**config.mk**
```make
export PLATFORM = sky130hd
export DESIGN_NAME = riscv_axi_dram_window
export DESIGN_NICKNAME = d
export VERILOG_FILES = /design/src/rtl/riscv_axi_dram_window.sv
export SDC_FILE = /design/constraint.sdc
export NUM_CORES = 1
export LEC_CHECK = 0
export CAP_MARGIN = 20
export CORE_AREA = 2 2 230 232
export CTS_CLUSTER_SIZE = 24
export DETAILED_ROUTE_END_ITERATION = 10
export DIE_AREA = 0 0 232 234
export PLACE_DENSITY = 0.66
export SLEW_MARGIN = 15
export SYNTH_ARGS = -nofsm -noshare
export SYNTH_HDL_FRONTEND = slang
export SYNTH_SLANG_ARGS = --single-unit
```
**constraint.sdc**
```tcl
create_clock -name aclk -period 6.65 [get_ports aclk]
set_clock_uncertainty 0.1 [all_clocks]
set_input_delay 1.995 -clock aclk [delete_from_list [all_inputs] [get_ports aclk]]
set_output_delay 1.995 -clock aclk [all_outputs]
set_load 0.01 [all_outputs]
```
**src/rtl/riscv_axi_dram_window.sv**
```systemverilog
// riscv_axi_dram_window: relocates Rocket DRAM-window AXI traffic onto the board's
// shared-DRAM window and terminates out-of-window accesses locally with DECERR.

module riscv_axi_dram_window_slice #(
  parameter int W = 8
) (
  input  logic         aclk,
  input  logic         aresetn,
  input  logic [W-1:0] i_data,
  input  logic         i_valid,
  output logic         o_ready,
  output logic [W-1:0] o_data,
  output logic         o_valid,
  input  logic         i_pop
);
  logic         r_live, r_vld, r_skid_vld;
  logic [W-1:0] r_data, r_skid;

  // ready depends only on the skid entry, so no combinational path from i_pop
  assign o_ready = r_live & ~r_skid_vld;
  assign o_valid = r_vld;
  assign o_data  = r_data;

  always_ff @(posedge aclk or negedge aresetn) begin
    if (!aresetn) begin
      r_live     <= 1'b0;
      r_vld      <= 1'b0;
      r_skid_vld <= 1'b0;
      r_data     <= '0;
      r_skid     <= '0;
    end else begin
      r_live <= 1'b1;
      if (r_skid_vld) begin
        if (i_pop) begin
          r_data     <= r_skid;
          r_skid_vld <= 1'b0;
        end
      end else if (i_valid && r_live) begin
        if (!r_vld || i_pop) begin
          r_data <= i_data;
          r_vld  <= 1'b1;
        end else begin
          r_skid     <= i_data;
          r_skid_vld <= 1'b1;
        end
      end else if (i_pop) begin
        r_vld <= 1'b0;
      end
    end
  end
endmodule

module riscv_axi_dram_window #(
  parameter int                 ID_W      = 6,
  parameter int                 ADDR_W    = 32,
  parameter int                 DATA_W    = 64,
  parameter logic [ADDR_W-1:0]  CORE_BASE = 32'h8000_0000,
  parameter logic [ADDR_W-1:0]  DRAM_BASE = 32'h3E00_0000,
  parameter int                 DRAM_BITS = 25,
  parameter int                 MAX_OUT   = 8
) (
  input  logic                aclk,
  input  logic                aresetn,
  input  logic [ID_W-1:0]     s_axi_awid,
  input  logic [ADDR_W-1:0]   s_axi_awaddr,
  input  logic [7:0]          s_axi_awlen,
  input  logic [2:0]          s_axi_awsize,
  input  logic [1:0]          s_axi_awburst,
  input  logic                s_axi_awlock,
  input  logic [3:0]          s_axi_awcache,
  input  logic [2:0]          s_axi_awprot,
  input  logic [3:0]          s_axi_awqos,
  input  logic [3:0]          s_axi_awregion,
  input  logic                s_axi_awvalid,
  output logic                s_axi_awready,
  input  logic [DATA_W-1:0]   s_axi_wdata,
  input  logic [DATA_W/8-1:0] s_axi_wstrb,
  input  logic                s_axi_wlast,
  input  logic                s_axi_wvalid,
  output logic                s_axi_wready,
  output logic [ID_W-1:0]     s_axi_bid,
  output logic [1:0]          s_axi_bresp,
  output logic                s_axi_bvalid,
  input  logic                s_axi_bready,
  input  logic [ID_W-1:0]     s_axi_arid,
  input  logic [ADDR_W-1:0]   s_axi_araddr,
  input  logic [7:0]          s_axi_arlen,
  input  logic [2:0]          s_axi_arsize,
  input  logic [1:0]          s_axi_arburst,
  input  logic                s_axi_arlock,
  input  logic [3:0]          s_axi_arcache,
  input  logic [2:0]          s_axi_arprot,
  input  logic [3:0]          s_axi_arqos,
  input  logic [3:0]          s_axi_arregion,
  input  logic                s_axi_arvalid,
  output logic                s_axi_arready,
  output logic [ID_W-1:0]     s_axi_rid,
  output logic [DATA_W-1:0]   s_axi_rdata,
  output logic [1:0]          s_axi_rresp,
  output logic                s_axi_rlast,
  output logic                s_axi_rvalid,
  input  logic                s_axi_rready,
  output logic [ID_W-1:0]     m_axi_awid,
  output logic [ADDR_W-1:0]   m_axi_awaddr,
  output logic [7:0]          m_axi_awlen,
  output logic [2:0]          m_axi_awsize,
  output logic [1:0]          m_axi_awburst,
  output logic                m_axi_awlock,
  output logic [3:0]          m_axi_awcache,
  output logic [2:0]          m_axi_awprot,
  output logic [3:0]          m_axi_awqos,
  output logic [3:0]          m_axi_awregion,
  output logic                m_axi_awvalid,
  input  logic                m_axi_awready,
  output logic [DATA_W-1:0]   m_axi_wdata,
  output logic [DATA_W/8-1:0] m_axi_wstrb,
  output logic                m_axi_wlast,
  output logic                m_axi_wvalid,
  input  logic                m_axi_wready,
  input  logic [ID_W-1:0]     m_axi_bid,
  input  logic [1:0]          m_axi_bresp,
  input  logic                m_axi_bvalid,
  output logic                m_axi_bready,
  output logic [ID_W-1:0]     m_axi_arid,
  output logic [ADDR_W-1:0]   m_axi_araddr,
  output logic [7:0]          m_axi_arlen,
  output logic [2:0]          m_axi_arsize,
  output logic [1:0]          m_axi_arburst,
  output logic                m_axi_arlock,
  output logic [3:0]          m_axi_arcache,
  output logic [2:0]          m_axi_arprot,
  output logic [3:0]          m_axi_arqos,
  output logic [3:0]          m_axi_arregion,
  output logic                m_axi_arvalid,
  input  logic                m_axi_arready,
  input  logic [ID_W-1:0]     m_axi_rid,
  input  logic [DATA_W-1:0]   m_axi_rdata,
  input  logic [1:0]          m_axi_rresp,
  input  logic                m_axi_rlast,
  input  logic                m_axi_rvalid,
  output logic                m_axi_rready
);
  localparam logic [ADDR_W-1:0] LOW_MASK = {ADDR_W{1'b1}} >> (ADDR_W - DRAM_BITS);
  localparam logic [3:0]        MAX_CNT  = 4'(MAX_OUT);

  typedef struct packed {
    logic              hit;
    logic [ID_W-1:0]   id;
    logic [ADDR_W-1:0] addr;
    logic [7:0]        len;
    logic [2:0]        size;
    logic [1:0]        burst;
    logic              lock;
    logic [3:0]        cache;
    logic [2:0]        prot;
    logic [3:0]        qos;
    logic [3:0]        region;
  } ax_t;

  typedef enum logic [1:0] {W_PASS, W_DRAIN, W_RESP} wst_t;
  typedef enum logic       {R_PASS, R_ERR}           rdst_t;

  // Only the start address is decoded; a legal burst cannot cross 4 KB, so it stays in the window.
  function automatic logic f_hit(input logic [ADDR_W-1:0] a);
    return (a >> DRAM_BITS) == (CORE_BASE >> DRAM_BITS);
  endfunction

  function automatic logic [ADDR_W-1:0] f_reloc(input logic [ADDR_W-1:0] a);
    return DRAM_BASE | (a & LOW_MASK);
  endfunction

  ax_t [1:0]  w_ax_in, w_head;
  logic [1:0] w_in_vld, w_rdy, w_head_vld, w_pop;
  logic       r_live;
  wst_t       r_wst, w_wst_nxt;
  rdst_t      r_rst, w_rst_nxt;
  logic [3:0] r_wcnt, r_rcnt;
  logic [8:0] r_wbeats;
  logic [7:0] r_rbeats;
  logic [ID_W-1:0] r_bid, r_rid;
  logic       w_aw_fwd, w_aw_miss, w_ar_fwd, w_ar_miss;
  logic       w_aw_hs, w_b_hs, w_ar_hs, w_rl_hs;

  always_comb begin
    w_ax_in[0] = '{hit: f_hit(s_axi_awaddr), id: s_axi_awid, addr: f_reloc(s_axi_awaddr),
                   len: s_axi_awlen, size: s_axi_awsize, burst: s_axi_awburst,
                   lock: s_axi_awlock, cache: s_axi_awcache, prot: s_axi_awprot,
                   qos: s_axi_awqos, region: s_axi_awregion};
    w_ax_in[1] = '{hit: f_hit(s_axi_araddr), id: s_axi_arid, addr: f_reloc(s_axi_araddr),
                   len: s_axi_arlen, size: s_axi_arsize, burst: s_axi_arburst,
                   lock: s_axi_arlock, cache: s_axi_arcache, prot: s_axi_arprot,
                   qos: s_axi_arqos, region: s_axi_arregion};
  end

  assign w_in_vld = {s_axi_arvalid, s_axi_awvalid};
  assign s_axi_awready = w_rdy[0];
  assign s_axi_arready = w_rdy[1];

  // index 0 = AW, 1 = AR
  for (genvar g = 0; g < 2; g++) begin : g_slice
    riscv_axi_dram_window_slice #(.W($bits(ax_t))) u_slice (
      .aclk    (aclk),
      .aresetn (aresetn),
      .i_data  (w_ax_in[g]),
      .i_valid (w_in_vld[g]),
      .o_ready (w_rdy[g]),
      .o_data  (w_head[g]),
      .o_valid (w_head_vld[g]),
      .i_pop   (w_pop[g])
    );
  end

  // A miss waits at the head until its direction is idle so per-ID ordering holds.
  assign w_aw_fwd  = w_head_vld[0] &  w_head[0].hit & (r_wst == W_PASS) & (r_wcnt != MAX_CNT);
  assign w_aw_miss = w_head_vld[0] & ~w_head[0].hit & (r_wst == W_PASS) & (r_wcnt == 4'd0);
  assign w_ar_fwd  = w_head_vld[1] &  w_head[1].hit & (r_rst == R_PASS) & (r_rcnt != MAX_CNT);
  assign w_ar_miss = w_head_vld[1] & ~w_head[1].hit & (r_rst == R_PASS) & (r_rcnt == 4'd0);
  assign w_pop[0]  = (w_aw_fwd & m_axi_awready) | w_aw_miss;
  assign w_pop[1]  = (w_ar_fwd & m_axi_arready) | w_ar_miss;

  assign m_axi_awvalid  = w_aw_fwd;
  assign m_axi_awid     = w_head[0].id;
  assign m_axi_awaddr   = w_head[0].addr;
  assign m_axi_awlen    = w_head[0].len;
  assign m_axi_awsize   = w_head[0].size;
  assign m_axi_awburst  = w_head[0].burst;
  assign m_axi_awlock   = w_head[0].lock;
  assign m_axi_awcache  = w_head[0].cache;
  assign m_axi_awprot   = w_head[0].prot;
  assign m_axi_awqos    = w_head[0].qos;
  assign m_axi_awregion = w_head[0].region;
  assign m_axi_arvalid  = w_ar_fwd;
  assign m_axi_arid     = w_head[1].id;
  assign m_axi_araddr   = w_head[1].addr;
  assign m_axi_arlen    = w_head[1].len;
  assign m_axi_arsize   = w_head[1].size;
  assign m_axi_arburst  = w_head[1].burst;
  assign m_axi_arlock   = w_head[1].lock;
  assign m_axi_arcache  = w_head[1].cache;
  assign m_axi_arprot   = w_head[1].prot;
  assign m_axi_arqos    = w_head[1].qos;
  assign m_axi_arregion = w_head[1].region;

  assign w_aw_hs = m_axi_awvalid & m_axi_awready;
  assign w_b_hs  = m_axi_bvalid & m_axi_bready;
  assign w_ar_hs = m_axi_arvalid & m_axi_arready;
  assign w_rl_hs = m_axi_rvalid & m_axi_rready & m_axi_rlast;

  always_ff @(posedge aclk or negedge aresetn) begin
    if (!aresetn) begin
      r_live   <= 1'b0;
      r_wst    <= W_PASS;
      r_rst    <= R_PASS;
      r_wcnt   <= 4'd0;
      r_rcnt   <= 4'd0;
      r_wbeats <= 9'd0;
      r_rbeats <= 8'd0;
      r_bid    <= '0;
      r_rid    <= '0;
    end else begin
      r_live <= 1'b1;
      r_wst  <= w_wst_nxt;
      r_rst  <= w_rst_nxt;
      if (w_aw_hs && !w_b_hs)      r_wcnt <= r_wcnt + 4'd1;
      else if (!w_aw_hs && w_b_hs) r_wcnt <= r_wcnt - 4'd1;
      if (w_ar_hs && !w_rl_hs)      r_rcnt <= r_rcnt + 4'd1;
      else if (!w_ar_hs && w_rl_hs) r_rcnt <= r_rcnt - 4'd1;
      if (w_aw_miss) begin
        r_bid    <= w_head[0].id;
        r_wbeats <= {1'b0, w_head[0].len} + 9'd1;
      end else if (r_wst == W_DRAIN && s_axi_wvalid) begin
        r_wbeats <= r_wbeats - 9'd1;
      end
      if (w_ar_miss) begin
        r_rid    <= w_head[1].id;
        r_rbeats <= w_head[1].len;
      end else if (r_rst == R_ERR && s_axi_rready && r_rbeats != 8'd0) begin
        r_rbeats <= r_rbeats - 8'd1;
      end
    end
  end

  always_comb begin
    w_wst_nxt    = r_wst;
    m_axi_wvalid = 1'b0;
    m_axi_wdata  = '0;
    m_axi_wstrb  = '0;
    m_axi_wlast  = 1'b0;
    s_axi_wready = 1'b0;
    s_axi_bvalid = 1'b0;
    s_axi_bresp  = 2'b00;
    s_axi_bid    = '0;
    m_axi_bready = 1'b0;
    case (r_wst)
      W_PASS: begin
        if (r_live) begin
          m_axi_wvalid = s_axi_wvalid;
          m_axi_wdata  = s_axi_wdata;
          m_axi_wstrb  = s_axi_wstrb;
          m_axi_wlast  = s_axi_wlast;
          s_axi_wready = m_axi_wready;
          s_axi_bvalid = m_axi_bvalid;
          s_axi_bresp  = m_axi_bresp;
          s_axi_bid    = m_axi_bid;
          m_axi_bready = s_axi_bready;
        end
        if (w_aw_miss) w_wst_nxt = W_DRAIN;
      end
      W_DRAIN: begin
        s_axi_wready = 1'b1;
        // the beat count backs up wlast in case the core never raises it
        if (s_axi_wvalid && (s_axi_wlast || r_wbeats == 9'd1)) w_wst_nxt = W_RESP;
      end
      W_RESP: begin
        s_axi_bvalid = 1'b1;
        s_axi_bresp  = 2'b11;
        s_axi_bid    = r_bid;
        if (s_axi_bready) w_wst_nxt = W_PASS;
      end
      default: w_wst_nxt = W_PASS;
    endcase
  end

  always_comb begin
    w_rst_nxt    = r_rst;
    s_axi_rvalid = 1'b0;
    s_axi_rid    = '0;
    s_axi_rdata  = '0;
    s_axi_rresp  = 2'b00;
    s_axi_rlast  = 1'b0;
    m_axi_rready = 1'b0;
    case (r_rst)
      R_PASS: begin
        if (r_live) begin
          s_axi_rvalid = m_axi_rvalid;
          s_axi_rid    = m_axi_rid;
          s_axi_rdata  = m_axi_rdata;
          s_axi_rresp  = m_axi_rresp;
          s_axi_rlast  = m_axi_rlast;
          m_axi_rready = s_axi_rready;
        end
        if (w_ar_miss) w_rst_nxt = R_ERR;
      end
      R_ERR: begin
        s_axi_rvalid = 1'b1;
        s_axi_rid    = r_rid;
        s_axi_rresp  = 2'b11;
        s_axi_rlast  = (r_rbeats == 8'd0);
        if (s_axi_rready && r_rbeats == 8'd0) w_rst_nxt = R_PASS;
      end
      default: w_rst_nxt = R_PASS;
    endcase
  end
endmodule

```
==> impl_metrics.ini <==
[finish]
final_layout_size_suffix_gt1_frac = 0.249
final_nets = 2045
area_growth_pct = 44.2
final_util = 0.427

[yosys]
synth_top_cell_by_area = dfrtp_1
synth_seq_cells = 293
yosys.area.top_type_share = 0.477
synthMostInstantiatedCell = mux2_2
synth_flop_cell = dfrtp_1
yosysUniqueCellTypes = 56
seq_area_frac_synth = 0.477
synth_commonest_cells = mux2_2, dfrtp_1, and2_1
synth.area.top_cells = dfrtp_1, mux2_2, buf_4, and2_1, nand2_1
syn_area_um2 = 15400
yosys_warnings = 0
syn_avg_cell_area_um2 = 12.0
async_flop_share = 1.00
synth_enable_flop_cells = 0
synthCells = 1285

[power_and_ir_drop]
clockPowerShare = 0.194
peakVddDrop_uv = 221
p_per_area_nw_per_um2 = 431
comb_power_share = 0.463
seqPwrFrac = 0.343
leakage_uw = 0.00897
power.share.switching = 0.333
p_sw_uw = 3180
internal_power_uw = 6380

[worst_setup_path]
critPathMaxStageDelay_ps = 700
timing.rr.end = r_wcnt[3]$_DFFE_PN0P_
path_cells = clkdlybuf4s50_1, a22o_1, clkdlybuf4s50_1
critical_path.most_common_cell = clkdlybuf4s50_1
crit_start = m_axi_rid[5]
worstSetupEndpoint = s_axi_rid[5]
start_kind = input port
critPathMaxFanout = 1
path_depth = 3
cp.arrival_ps = 3550
r2r_cells = 11
worst-setup-path-type = input port to output pin
reg2reg_from = g_slice[1].u_slice.r_live$_DFF_PN0_
cp_num_buf_inv = 2
r2r_slack_ps = 3310
cp-end-kind = output pin
critPathRequiredTime_ps = 4550
crit_family = buffers and inverters
slowest_stage = clkdlybuf4s50_1

[die]
die_area_um2 = 54300
coreArea_um2 = 52000
die_h_um = 234
die-width_um = 232
start_util = 0.296
ioPinCount = 598
num_rows = 84

[cts]
clkTransAtPathRegs_ps = 60
cts-root-buf = clkbuf_16
cts_inserted_buffers = 34
ctsHtreeMaxLevel = 2
clkSinkCount = 293
cts_resized = 0
cts_tree = yes
post-cts-setup-buffers = 0
cts_buffer_depth = 3
holdBufCountCts = 0
clk_latency_ps = 520

[placement]
dpl.hpwl_mm = 42.6
port_buffers = 593
gp_congestion = 0.856
pre_cts_slack_ps = 981

[global_routing]
grt_pass1_vias = 11700
use_met2 = 0.340
grt-busiest-layer = met2
met1_usage = 0.221
grt_use_total = 0.194
grt_max_degree = 125
antenna_found_initial = 7
grt_pass1_wl_mm = 78.2
grt_overflow_total = 0
gr-usage-met3 = 0.0541

[timing]
min_period_ps = 5650
fmax_mhz = 177
finalSetupViolations = 0
worst_pin_slew_ps = 1020
finalCritPeriodShare = 0.849
report.final.hold_viol_count = 0
rsz0062_at_grt = false
whs_ps = 367
layout_setup_ws_ps = 1000
slew_headroom = 0.320
finalSetupTns_ps = 0
drv_slew = 0

[route]
ant_nets = 0
viasPerCell = 4.68
firstDrtPassIters = 5
wire_per_inst_um = 22.5
wl_mm = 55.0
num_vias = 11400
drt-initial-drc-count = 531
remaining_drc_errors = 0

[worst_hold_path]
min_from = g_slice[0].u_slice.r_skid[58]$_DFFE_PN0P_
holdCritPathClass = flop to flop

[status]
status = finished, final reports clean

[flow_run]
maxCapViolCount = 0
-- flip-flops by register name, indices dropped and copies added (netlist names) --
register                    flops
r_rbeats                        8
r_rst                           1
r_wst                           2
g_slice.u_slice.o_data        124
g_slice.u_slice.r_skid_vld      2
g_slice.u_slice.r_live          1
r_rid                           6
r_wcnt                          4
r_rcnt                          4
g_slice.u_slice.o_valid         2
g_slice.u_slice.r_skid        124
r_wbeats                        9
r_bid                           6
-- logic make-up after synthesis --
kind of cell,count (synthesis),share of synthesized area
AOI/OAI and AO/OA,76,0.0367
xor gates and xnor gates,17,0.00968
adders and majority gates,12,0.0107
buffers and inverters,216,0.0888
DFF,293,0.477
muxes,371,0.271
other,2,0.000488
and+or+nand+nor,298,0.106
-- layout by cell type (no fill, tap or decap), types with 5 or more instances in the layout --
master	instances
and2_1	143
nand2_1	61
or4_1	5
inv_1	17
clkbuf_16	35
o21ai_0	9
clkbuf_8	7
xnor2_1	14
a21o_1	7
nor4_1	6
clkbuf_1	6
mux2i_1	9
conb_1	5
clkdlybuf4s50_1	592
mux2_2	352
nor3_1	10
ha_1	10
buf_4	13
a22oi_1	6
a21oi_1	16
mux2_1	10
nand3_1	10
nor2_1	32
dfrtp_1	291
a22o_1	8
-- layout make-up --
class / instances / area [µm²]
Antenna cell: 3 / 7.51
Clock buffer: 48 / 995
Clock inverter: 9 / 106
Fill cell: 4932 / 29800
Inverter: 17 / 63.8
Multi-Input combinational cell: 779 / 6750
Sequential cell: 293 / 7330
Tap cell: 688 / 861
Timing Repair Buffer: 608 / 6080
-- power groups by stage --
| stage | clock, µW | combinational [µW] | sequential [µW] |
|---|---|---|---|
| final | 1860 | 4430 | 3280 |
| after global routing | 1990 | 4760 | 3410 |
| after CTS | 1930 | 4510 | 3280 |
| after detailed placement | 0 | 4480 | 3300 |
| after global placement | 0 | 4400 | 3240 |
| after floorplan | 0 | 3050 | 3080 |
-- stage by stage --
step                total power, µW  cell area, µm²  instances
global route                  10200           22200       2445
detailed placement             7780           21100       2385
finish                         9560           22200       2445
global placement               7640           21100       2385
floorplan                      6140           15400       1288
CTS                            9710           22200       2442
-- per-layer routing --
metal	vias to the layer above	wire length (µm)
li1	5198	-
met1	5773	20900
met2	396	28000
met3	76	3830
met4	6	2240
met5	-	40
-- how the worst min path moves through the flow --
| stage | endpoint | slack, ps | cells past startpoint |
|---|---|---|---|
| 2_1_floorplan | g_slice[0].u_slice.r_skid[58]$_DFFE_PN0P_ | 340 | 1 |
| 3_3_place_gp | r_rid[2]$_DFFE_PN0P_ | 350 | 2 |
| 3_5_place_dp | g_slice[0].u_slice.r_skid[58]$_DFFE_PN0P_ | 360 | 1 |
| 4_1_cts | r_rid[5]$_DFFE_PN0P_ | 370 | 2 |
| 5_1_grt | g_slice[0].u_slice.r_skid[58]$_DFFE_PN0P_ | 380 | 1 |
| 6_report | g_slice[0].u_slice.r_skid[58]$_DFFE_PN0P_ | 370 | 1 |
(Power assumes the default switching activity.)
